`src/rtl/fifo_rd_packer.sv`:
```
// rtl/fifo_rd_packer.sv - FIFO read-side drain that packs PACK_RATIO entries per output word
//
// Pops DATA_WIDTH-bit entries from a 1-cycle-latency FIFO read port and packs
// PACK_RATIO of them into one OUT_WIDTH word on a valid/ready stream. A flush
// request forces any partial word out with a keep mask and out_last set.
//
// Ports:
//   rd_clk, rd_rst_n   clock, asynchronous active-low reset
//   rd_en              FIFO pop request (combinational)
//   rd_data, empty     FIFO read data (valid the cycle after rd_en) and empty flag
//   flush              request to emit the partial word
//   out_valid/ready    output stream handshake
//   out_data           packed word, first-popped entry in the low slot
//   out_keep           per-slot valid mask
//   out_last           word produced by a flush
//   flush_done         one-cycle pulse when a flush completes
module fifo_rd_packer #(
   parameter int DATA_WIDTH = 8,
   parameter int PACK_RATIO = 4,
   localparam int OUT_WIDTH = DATA_WIDTH * PACK_RATIO
) (
   input  logic                  rd_clk,
   input  logic                  rd_rst_n,
   output logic                  rd_en,
   input  logic [DATA_WIDTH-1:0] rd_data,
   input  logic                  empty,
   input  logic                  flush,
   output logic                  out_valid,
   input  logic                  out_ready,
   output logic [OUT_WIDTH-1:0]  out_data,
   output logic [PACK_RATIO-1:0] out_keep,
   output logic                  out_last,
   output logic                  flush_done
);

   localparam int CNT_W = $clog2(PACK_RATIO + 1);
   localparam logic [CNT_W-1:0] CNT_FULL = CNT_W'(PACK_RATIO);

   typedef enum logic {ST_RUN, ST_FLUSH} state_t;

   state_t                state_q, state_d;
   logic [CNT_W-1:0]      cnt_q, cnt_d;
   logic                  inflight_q, inflight_d;
   logic [DATA_WIDTH-1:0] slot_q [PACK_RATIO];
   logic [DATA_WIDTH-1:0] slot_d [PACK_RATIO];
   logic                  out_valid_q, out_valid_d;
   logic [OUT_WIDTH-1:0]  out_data_q, out_data_d;
   logic [PACK_RATIO-1:0] out_keep_q, out_keep_d;
   logic                  out_last_q, out_last_d;

   logic                  out_free;
   logic                  load;
   logic                  load_last;
   logic [PACK_RATIO-1:0] load_keep;
   logic [CNT_W:0]        pending;

   // Entries already captured plus the one still in the FIFO read pipeline;
   // popping stops once these would fill the accumulator.
   assign pending  = {1'b0, cnt_q} + {{CNT_W{1'b0}}, inflight_q};
   assign out_free = !out_valid_q || out_ready;
   // Gated by reset so the pop request is low while reset is held.
   assign rd_en    = rd_rst_n && !empty && (state_q == ST_RUN) && (pending < {1'b0, CNT_FULL});

   always_comb begin
      state_d     = state_q;
      cnt_d       = cnt_q;
      slot_d      = slot_q;
      inflight_d  = rd_en;
      out_valid_d = out_valid_q;
      out_data_d  = out_data_q;
      out_keep_d  = out_keep_q;
      out_last_d  = out_last_q;
      flush_done  = 1'b0;
      load        = 1'b0;
      load_last   = 1'b0;
      load_keep   = '1;

      if (out_valid_q && out_ready) begin
         out_valid_d = 1'b0;
      end

      if (inflight_q) begin
         for (int i = 0; i < PACK_RATIO; i++) begin
            if (cnt_q == CNT_W'(i)) begin
               slot_d[i] = rd_data;
            end
         end
         // Completing entry goes straight to the output when it can;
         // otherwise the full word is parked with cnt == PACK_RATIO.
         if ((cnt_q == CNT_FULL - CNT_W'(1)) && out_free) begin
            load  = 1'b1;
            cnt_d = '0;
         end else begin
            cnt_d = cnt_q + CNT_W'(1);
         end
      end else if ((state_q == ST_RUN) && (cnt_q == CNT_FULL) && out_free) begin
         load  = 1'b1;
         cnt_d = '0;
      end

      if (state_q == ST_RUN) begin
         if (flush) begin
            state_d = ST_FLUSH;
         end
      end else if (!inflight_q) begin
         if (cnt_q == '0) begin
            flush_done = 1'b1;
            state_d    = ST_RUN;
         end else if (out_free) begin
            load       = 1'b1;
            load_last  = 1'b1;
            cnt_d      = '0;
            flush_done = 1'b1;
            state_d    = ST_RUN;
            for (int i = 0; i < PACK_RATIO; i++) begin
               load_keep[i] = (CNT_W'(i) < cnt_q);
            end
         end
      end

      if (load) begin
         out_valid_d = 1'b1;
         out_keep_d  = load_keep;
         out_last_d  = load_last;
         // Slots outside the keep mask may hold bytes of an older word.
         for (int i = 0; i < PACK_RATIO; i++) begin
            out_data_d[i*DATA_WIDTH +: DATA_WIDTH] = load_keep[i] ? slot_d[i] : '0;
         end
      end
   end

   always_ff @(posedge rd_clk or negedge rd_rst_n) begin
      if (!rd_rst_n) begin
         state_q     <= ST_RUN;
         cnt_q       <= '0;
         inflight_q  <= 1'b0;
         out_valid_q <= 1'b0;
         out_data_q  <= '0;
         out_keep_q  <= '0;
         out_last_q  <= 1'b0;
         for (int i = 0; i < PACK_RATIO; i++) begin
            slot_q[i] <= '0;
         end
      end else begin
         state_q     <= state_d;
         cnt_q       <= cnt_d;
         inflight_q  <= inflight_d;
         out_valid_q <= out_valid_d;
         out_data_q  <= out_data_d;
         out_keep_q  <= out_keep_d;
         out_last_q  <= out_last_d;
         slot_q      <= slot_d;
      end
   end

   assign out_valid = out_valid_q;
   assign out_data  = out_data_q;
   assign out_keep  = out_keep_q;
   assign out_last  = out_last_q;

endmodule
```
`config.mk`:
```
export PLATFORM = sky130hd
export DESIGN_NAME = fifo_rd_packer
export DESIGN_NICKNAME = d
export VERILOG_FILES = /design/src/rtl/fifo_rd_packer.sv
export SDC_FILE = /design/constraint.sdc
export NUM_CORES = 1
export LEC_CHECK = 0
export CORE_ASPECT_RATIO = 0.6
export CORE_UTILIZATION = 47
export CTS_CLUSTER_SIZE = 20
export DETAILED_ROUTE_END_ITERATION = 10
export GPL_ROUTABILITY_DRIVEN = 1
export PLACE_DENSITY_LB_ADDON = 0.3
export REMOVE_ABC_BUFFERS = 1
export SLEW_MARGIN = 20
export SYNTH_ARGS = -nofsm -noshare
export SYNTH_HDL_FRONTEND = slang
export SYNTH_SLANG_ARGS = --single-unit
```
`constraint.sdc`:
```
create_clock -name rd_clk -period 2 [get_ports rd_clk]
set_input_delay 0.6 -clock rd_clk [delete_from_list [all_inputs] [get_ports rd_clk]]
set_output_delay 0.6 -clock rd_clk [all_outputs]
set_load 0.03 [all_outputs]
```
# Word level (Yosys, flattened, before mapping)
# Index checks and enable logic that the tools add are counted.
[totals]
ff_bits = 75
out_inout_bits = 40
wordCells = 76
inputBits = 13
[classes]
n_mux = 41
n_reduce_logical = 12
eq_ne = 4
magnitude_cmp = 5
n_bitwise = 1
add_sub_neg = 2
[ops]
columns = ["operator", "count"]
rows = [
  ["8-bit 2-to-1 mux", 8],
  ["32-bit 2-to-1 mux", 1],
  ["1-bit 2-to-1 mux", 21],
  ["3-bit 2-to-1 mux", 7],
  ["4-bit 2-to-1 mux", 4],
  ["1-bit logical AND", 7],
  ["3-bit by 2-bit == test with 1-bit output, second input constant", 2],
  ["1-bit by 3-bit less-than comparator with 1-bit output, first input constant", 2],
  ["2-bit by 3-bit less-than comparator with 1-bit output, first input constant", 2],
  ["3-bit by 1-bit adder with 4-bit output", 1],
  ["4-bit by 3-bit less-than comparator with 1-bit output, second input constant", 1],
  ["3-bit by 1-bit adder with 3-bit output, second input constant", 1],
  ["3-bit by 1-bit == test with 1-bit output, second input constant", 1],
  ["3-bit == test, second input constant", 1],
  ["3-bit logical NOT", 1],
  ["1-bit logical NOT", 2],
  ["2-bit nonzero test", 1],
  ["1-bit logical OR", 1],
  ["1-bit NOT", 1],
]

# Depth between registers and ports, before layout
# Gate-level depths: netlist of the first run.
[depth]
depth_word = 10
mapped_depth = 8
depth_no_buf = 6

# Worst setup path after synthesis of the first run
# Ideal clock, no wire load.
[synth_timing]
path_type = "reg2reg"
startpoint = "register cnt_q[1]"
endpoint = "register out_data_q[7], in the netlist out_data[7]"
setup_slack_ns = -0.105
n_path_buf = 2
required_time_ns = 1.879
arrival_time_ns = 1.984
stages_incl_launch_ff = 8
period_less_slack_ns = 2.105
setup_time_ns = 0.121
path_cell_list = "dfrtp_1 > buf_2 > inv_1 > ha_1 > or4_1 > buf_2 > o32a_4 > a22o_1"
[synth_via]
elab_chain_cells = 9
word_cells_on_any_way = 21
classes_between = "order compare: 1; eq/ne: 2; mux: 14; reduce/logical: 4"
[synth_lines]
columns = ["element", "line", "source"]
rows = [
  ["from (decl)", "42", "logic [CNT_W-1:0] cnt_q, cnt_d;"],
  ["from (signal assigned)", "146", "cnt_q <= cnt_d;"],
  ["3-bit == test", "96", "end else if ((state_q == ST_RUN) && (cnt_q == CNT_FULL) && out_free) begin"],
  ["1-bit logical AND (2 in a row)", "96", ""],
  ["1-bit 2-to-1 mux", "96", ""],
  ["1-bit 2-to-1 mux", "82", "if (inflight_q) begin"],
  ["1-bit 2-to-1 mux", "109", "end else if (out_free) begin"],
  ["1-bit 2-to-1 mux", "106", "if (cnt_q == '0) begin"],
  ["1-bit 2-to-1 mux", "105", "end else if (!inflight_q) begin"],
  ["1-bit 2-to-1 mux", "101", "if (state_q == ST_RUN) begin"],
  ["to (signal assigned)", "149", "out_data_q <= out_data_d;"],
  ["to (decl)", "47", "logic [OUT_WIDTH-1:0] out_data_q, out_data_d;"],
]
# Several ways; a longest one is shown, not always the timed one.
# A chain may end at the register's enable or synchronous reset.

# Final worst setup path of the first run
[layout_timing]
startpoint = "register cnt_q[1]"
endpoint = "output flush_done"
[layout_via]
elab_chain_cells = 4
[layout_lines]
columns = ["element", "line", "source"]
rows = [
  ["3-bit logical NOT", "106", ""],
  ["1-bit 2-to-1 mux", "106", ""],
  ["1-bit 2-to-1 mux", "105", ""],
  ["1-bit 2-to-1 mux", "101", ""],
  ["to (decl)", "33", "output logic flush_done"],
]
# Every way passes these cells.

==> results of run 1 <==
-- logic make-up (layout without fill, tap and decap cells) --
kind of cell	count (synthesis)	in the layout	synth area share, %
AOI/OAI and AO/OA	50	50	13.3
adders and majority gates	3	3	1.26
muxes	35	35	13.2
buffers and inverters	23	101	3.41
DFF	75	75	63.1
xor gates and xnor gates	2	2	0.589
and+or+nand+nor	24	24	5.17
-- registers in the layout, summed over array words and instances (netlist names) --
signal	flops
cnt_q	3
inflight_q	1
out_data	32
out_keep	4
out_last	1
out_valid	1
slot_q	32
state_q	1
-- how the worst max path moves through the flow --
stage	slack [ns]	startpoint	end	cells past startpoint
floorplan	-0.43	cnt_q[1]	out_data[0]	6
global placement	-0.52	out_ready	out_data[7]	6
detailed placement	-0.55	out_ready	out_data[18]	6
CTS	-0.002	cnt_q[1]	flush_done	6
global route	-0.07	cnt_q[1]	flush_done	6
finish	-0.001	cnt_q[1]	flush_done	6
-- timing repair --
item                       CTS  global route
pin swaps                    4             1
hold buffers                 0             0
buffers inserted             4             1
setup endpoints to repair   41            72
resized for setup           17            39
-- cells in the mapped netlist --
cell type	instances	area [um^2]
nor2_2	1	6.26
buf_2	6	30.0
nor3_2	1	10.0
ha_1	3	37.5
buf_6	1	11.3
nor2b_1	2	12.5
nand2_1	3	11.3
a21o_1	1	7.51
o22ai_1	1	6.26
xor2_1	1	8.76
clkbuf_1	4	15.0
or2_2	1	6.26
xnor2_1	1	8.76
and4b_1	1	10.0
and3_1	1	6.26
nand4b_4	1	23.8
o32a_4	1	22.5
o22a_1	2	17.5
o32ai_1	1	8.76
nor2_1	9	33.8
nand2b_4	1	13.8
nand2b_1	1	6.26
dfrtp_1	75	1880
inv_1	12	45.0
or4_1	1	7.51
o21ai_0	10	50.1
mux2_2	33	372
o211ai_1	8	60.1
mux2i_1	2	20.0
or3_1	1	6.26
a21oi_1	1	5.00
a22o_1	25	219
-- cells in the final DEF, fill, tap and decap left out, types with 3 or more instances in the layout --
cell | Yosys | layout
clkbuf_8 | 0 | 11
buf_4 | 0 | 19
dlymetal6s2s_1 | 0 | 33
o211ai_1 | 8 | 8
dfrtp_1 | 75 | 75
clkdlybuf4s50_1 | 0 | 12
buf_6 | 1 | 3
dlygate4sd2_1 | 0 | 4
o21ai_0 | 10 | 8
nand2_1 | 3 | 3
inv_1 | 12 | 10
mux2_2 | 33 | 33
nor2_1 | 9 | 9
a22o_1 | 25 | 25
-- per-layer routing --
| metal | vias up | track usage, % | wire, um | share of wire (%) |
|---|---|---|---|---|
| li1 | 912 | - | - | - |
| met1 | 997 | 32.2 | 3240 | 51 |
| met2 | 49 | 31.7 | 2820 | 44 |
| met3 | 3 | 6.52 | 316 | 4.9 |
| met4 | 0 | 4.75 | 16 | 0.25 |
| met5 | - | 0 | 0 | 0 |
-- power by group --
group          switching (mW)  internal [mW]  leakage, nW
Combinational            1.94           1.73         1.20
Sequential              0.301           2.24        0.917
Clock                   0.525          0.769        0.113
-- per-stage QoR --
step           util, %  setup WS, ns  std cells  power [mW]
2_1_floorplan        -        -0.427        201        4.66
3_3_place_gp      60.4        -0.524        354        5.98
3_5_place_dp      60.4        -0.551        354        6.09
4_1_cts           65.3      -0.00188        373        7.55
5_1_grt           67.0       -0.0698        374        7.98
6_report          67.0      -0.00126        374        7.51
-- layout make-up --
cell class	count	area (um^2)	area share [%]
flip-flops and latches	75	1880	45.8
multi-input cells	114	1050	25.8
repair buffers	73	785	19.2
clock buffers	12	155	3.79
well taps	84	105	2.57
clock inverters	4	72.6	1.77
inverters	12	45.0	1.10
==> metrics.cfg, run 1 <==
[worst_hold_path]
hold_path_class = flip-flop to flip-flop
whs_path_depth = 1
min_to = out_keep[2]
worstHoldStart = out_keep[2]

[sta]
hold_viol_final = 0
max_slew_margin_pct = 39.8
post-route-period-util_pct = 100
max_freq_ghz = 0.500
skew_ns = 0.00839
fin_ws_ns = -0.00126
worst_slew_pin_slew_ns = 0.903
setup_tns_ns = -0.00126
slew_violations = 0
post-route-min-period_ns = 2.00
rsz0062_at_grt = true
hold-worst-slack_ns = 0.492
setup_viol = 1

[clock_tree]
cts_made_buffers = 9
cts_root_buf = clkbuf_8
htreeDepth = 3
cts_tree = built
clock-sinks = 75
clockBufferDepth = 2
clk_latency_ns = 0.33
clkTransAtPathRegs_ns = 0.07

[worst_setup_path]
crit_top_cell = buf_6
regToRegSetupSlack_ns = 0.06
end_kind = output pin
reg2regPathDepth = 6
critPathLaunchType = flip-flop
critical-path-max-stage-delay_ns = 0.39
reg2reg_to = out_data[7]
worst-setup-path-type = flip-flop to output pin
critPathMaxFanout = 3
crit_slowest_cell = dfrtp_1
crit_family = flip-flops
path_buf_inv = 3
path_cells = inv_2, ha_4, buf_6, nand2b_4, a21oi_4, buf_6
worstPathRequired_ns = 1.40
r2r_start = cnt_q[1]
crit_arrival_ns = 1.40

[logic_synthesis]
synthCells = 212
ys_ff_latch = 75
synth_area_per_cell_um2 = 14.0
yosysSeqAreaShare_pct = 63.1
netlist_area_mm2 = 0.00298
synth_cell_types = 32
synth_warnings = 0

[die]
dieArea_mm2 = 0.00666
die_h_um = 63.6
num_io_pins = 53
start_util_pct = 48.7
fp.coreArea_mm2 = 0.00611
die_x_um = 105
rows = 22

[status]
outcome = finished, violations left
violations = negative setup slack

[grt]
grt_pass1_wl_um = 10900
grt_max_degree = 76
antenna_found_initial = 0
gr-usage-all-layers_pct = 21.8
grt_pass1_vias = 2105
grt_overflow_total = 0

[layout]
n_antenna_cell = 0
nets = 301
final_cell_area_mm2 = 0.00409
fill_cells = 470
final_layout_size_suffix_gt1_share_pct = 30.3
area_growth_pct = 37.6

[place]
place_area_mm2 = 0.00369
place.gp.congestion = 0.745
post-dp-hpwl_um = 4230
portBuffers = 52

[drt]
dr.pass1.iters = 5
drtIter0Drc = 114
drt.antenna.violating_nets = 0
wl_um = 6390
dr_total_vias = 1961
drc = 0
via_per_inst = 5.24
wl_per_cell_um = 17.1

[pwr]
p_leak_nw = 2.23
power_density_mw_per_mm2 = 1840
peakVddDrop_mv = 0.833

[run]
maxCapViolCount = 0

No activity file was read; power rests on OpenSTA's default activity.
==> run 2: changes to the inputs <==
--- a/config.mk
+++ b/config.mk
@@ -6,7 +6,7 @@
 export NUM_CORES = 1
 export LEC_CHECK = 0
 export CORE_ASPECT_RATIO = 0.6
-export CORE_UTILIZATION = 47
+export CORE_UTILIZATION = 50
 export CTS_CLUSTER_SIZE = 20
 export DETAILED_ROUTE_END_ITERATION = 10
 export GPL_ROUTABILITY_DRIVEN = 1
==> constraint.sdc (replaced) <==
create_clock -name rd_clk -period 2.6 [get_ports rd_clk]
set_input_delay 0.78 -clock rd_clk [delete_from_list [all_inputs] [get_ports rd_clk]]
set_output_delay 0.78 -clock rd_clk [all_outputs]
set_load 0.03 [all_outputs]
==> run 2 against run 1 <==
The run now ends clean. Global-route usage is 0.22 points higher. Via count is 2.9% lower. Final area is 6.2% lower. Largest power group unchanged. Register-to-register slack better by 0.35 ns.
==> metrics.cfg, run 2 (synthesis results as in run 1) <==
[sta]
max_freq_ghz = 0.396
setup_viol = 0
post-route-period-util_pct = 97.2
hold_viol_final = 0
hold-worst-slack_ns = 0.485
slew_violations = 0
post-route-min-period_ns = 2.53
max_slew_margin_pct = 38.5
fin_ws_ns = 0.0723
worst_slew_pin_slew_ns = 0.923
skew_ns = 0.00306

[pwr]
power_density_mw_per_mm2 = 1450
p_leak_nw = 1.72
peakVddDrop_mv = 0.656

[clock_tree]
cts_root_buf = clkbuf_8
cts_made_buffers = 9
clockBufferDepth = 2
clock-sinks = 75
clk_latency_ns = 0.34
clkTransAtPathRegs_ns = 0.08
cts_tree = built
hold_buffers = 0
post_cts_buffers = 0
htreeDepth = 3

[drt]
drtIter0Drc = 76
drt.antenna.violating_nets = 0
wl_um = 6100
dr.pass1.iters = 4
wl_per_cell_um = 17.0
via_per_inst = 5.30
dr_total_vias = 1904
drc = 0

[die]
die_x_um = 102
fp.coreArea_mm2 = 0.00565
die_h_um = 61.8
start_util_pct = 52.7
num_io_pins = 53
rows = 21
dieArea_mm2 = 0.00627

[worst_hold_path]
worstHoldStart = out_keep[2]
hold_path_class = flip-flop to flip-flop
min_to = out_keep[2]
whs_path_depth = 1

[layout]
final_cell_area_mm2 = 0.00384
mostFrequentLayoutCell = dfrtp_1
fill_cells = 432
fin_util_pct = 68.0
area_growth_pct = 29.0
final_layout_size_suffix_gt1_share_pct = 24.7
final_cell_mix = dfrtp_1 (74), clkdlybuf4s50_1 (49), mux2_2 (33)
n_antenna_cell = 0
nets = 290

[worst_setup_path]
critPathMaxFanout = 4
worstPathRequired_ns = 1.82
worst-setup-path-type = input pin to output pin
end_kind = output pin
regToRegSetupSlack_ns = 0.41
crit_slowest_cell = clkdlybuf4s50_1
reg2reg_to = out_data[16]
crit_arrival_ns = 1.75
path_cells = clkdlybuf4s50_1, nor2b_1, buf_4, a21oi_4, buf_6
r2r_start = cnt_q[1]
critical-path-max-stage-delay_ns = 0.46
critPathLaunchType = input pin
reg2regPathDepth = 6

[place]
dp_slack_ns = 0.0156
place_area_mm2 = 0.00360
place.gp.congestion = 0.724
portBuffers = 52
post-dp-hpwl_um = 4120

[grt]
grt_pass1_vias = 1829
grt_pass1_wl_um = 9830
gr-usage-all-layers_pct = 22.0
grt_overflow_total = 0
grt_max_degree = 76
antenna_found_initial = 0

[status]
outcome = finished, final reports clean

[run]
maxCapViolCount = 0

## run 2: cell types whose count changed in the layout (fill, tap and decap cells not counted), moves of 4 or more
cell,change
dlymetal6s2s_1,-33
clkdlybuf4s50_1,+37
dlygate4sd2_1,-4
buf_4,-8
## run 2: worst max-delay path by stage
stage             endpoint       from  slack (ns)
3_3_place_gp   out_data[7]  out_ready        0.03
5_1_grt         flush_done   cnt_q[1]      -0.009
4_1_cts         flush_done  out_ready       0.005
3_5_place_dp    flush_done  out_ready        0.02
2_1_floorplan  out_data[0]  out_ready        0.13
6_report        flush_done  out_ready        0.07
## run 2: critical path: cells and delay by family
kind / cells / cell delay [ns]
buf+inv: 3 / 0.76
simple gates: 1 / 0.05
compound gates: 1 / 0.15
## run 2: layout make-up
class                      count  area, um^2  share of cell area, %
clock inverter                 6        90.1                   2.35
inverter                      12        45.0                   1.17
timing repair buffer          62         589                   15.4
multi-input combinational    114        1010                   26.3
sequential                    75        1880                   48.9
tap                           80         100                   2.61
clock buffer                  10         128                   3.32
## run 2: report_power, final
| group | leakage [nW] | switching (mW) | internal [mW] | total [mW] |
|---|---|---|---|---|
| logic | 0.701 | 1.39 | 1.19 | 2.59 |
| registers | 0.915 | 0.271 | 1.73 | 2.00 |
| clock network | 0.106 | 0.424 | 0.542 | 0.966 |
## run 2: metrics by stage
stage               power (mW)  setup TNS (ns)  instances
floorplan                 3.58               0        201
global placement          4.49               0        343
detailed placement        4.58               0        343
CTS                       5.56               0        359
global route              5.87        -0.00910        359
finish                    5.55               0        359
## run 2: timing repair
action                     4_1_cts  5_1_grt
setup endpoints to repair        0        1
gates resized for setup          0        4
hold endpoints to repair         0        0
## run 2: metal layers
layer	GRT usage [%]	part of all wire, %	up-vias	wire length, um
met4	7.04	1.3	0	82
met5	0	0	-	0
met1	32.9	51	956	3140
li1	-	-	886	-
met3	7.83	5.3	8	322
met2	29.9	42	54	2560
==> run 3: changes to the inputs <==
--- a/config.mk
+++ b/config.mk
@@ -5,6 +5,7 @@
 export SDC_FILE = /design/constraint.sdc
 export NUM_CORES = 1
 export LEC_CHECK = 0
+export CAP_MARGIN = 20
 export CORE_ASPECT_RATIO = 0.6
 export CORE_UTILIZATION = 50
 export CTS_CLUSTER_SIZE = 20
==> results of run 3 <==
No change in the layout: final DEF, timing and power equal those of run 2.
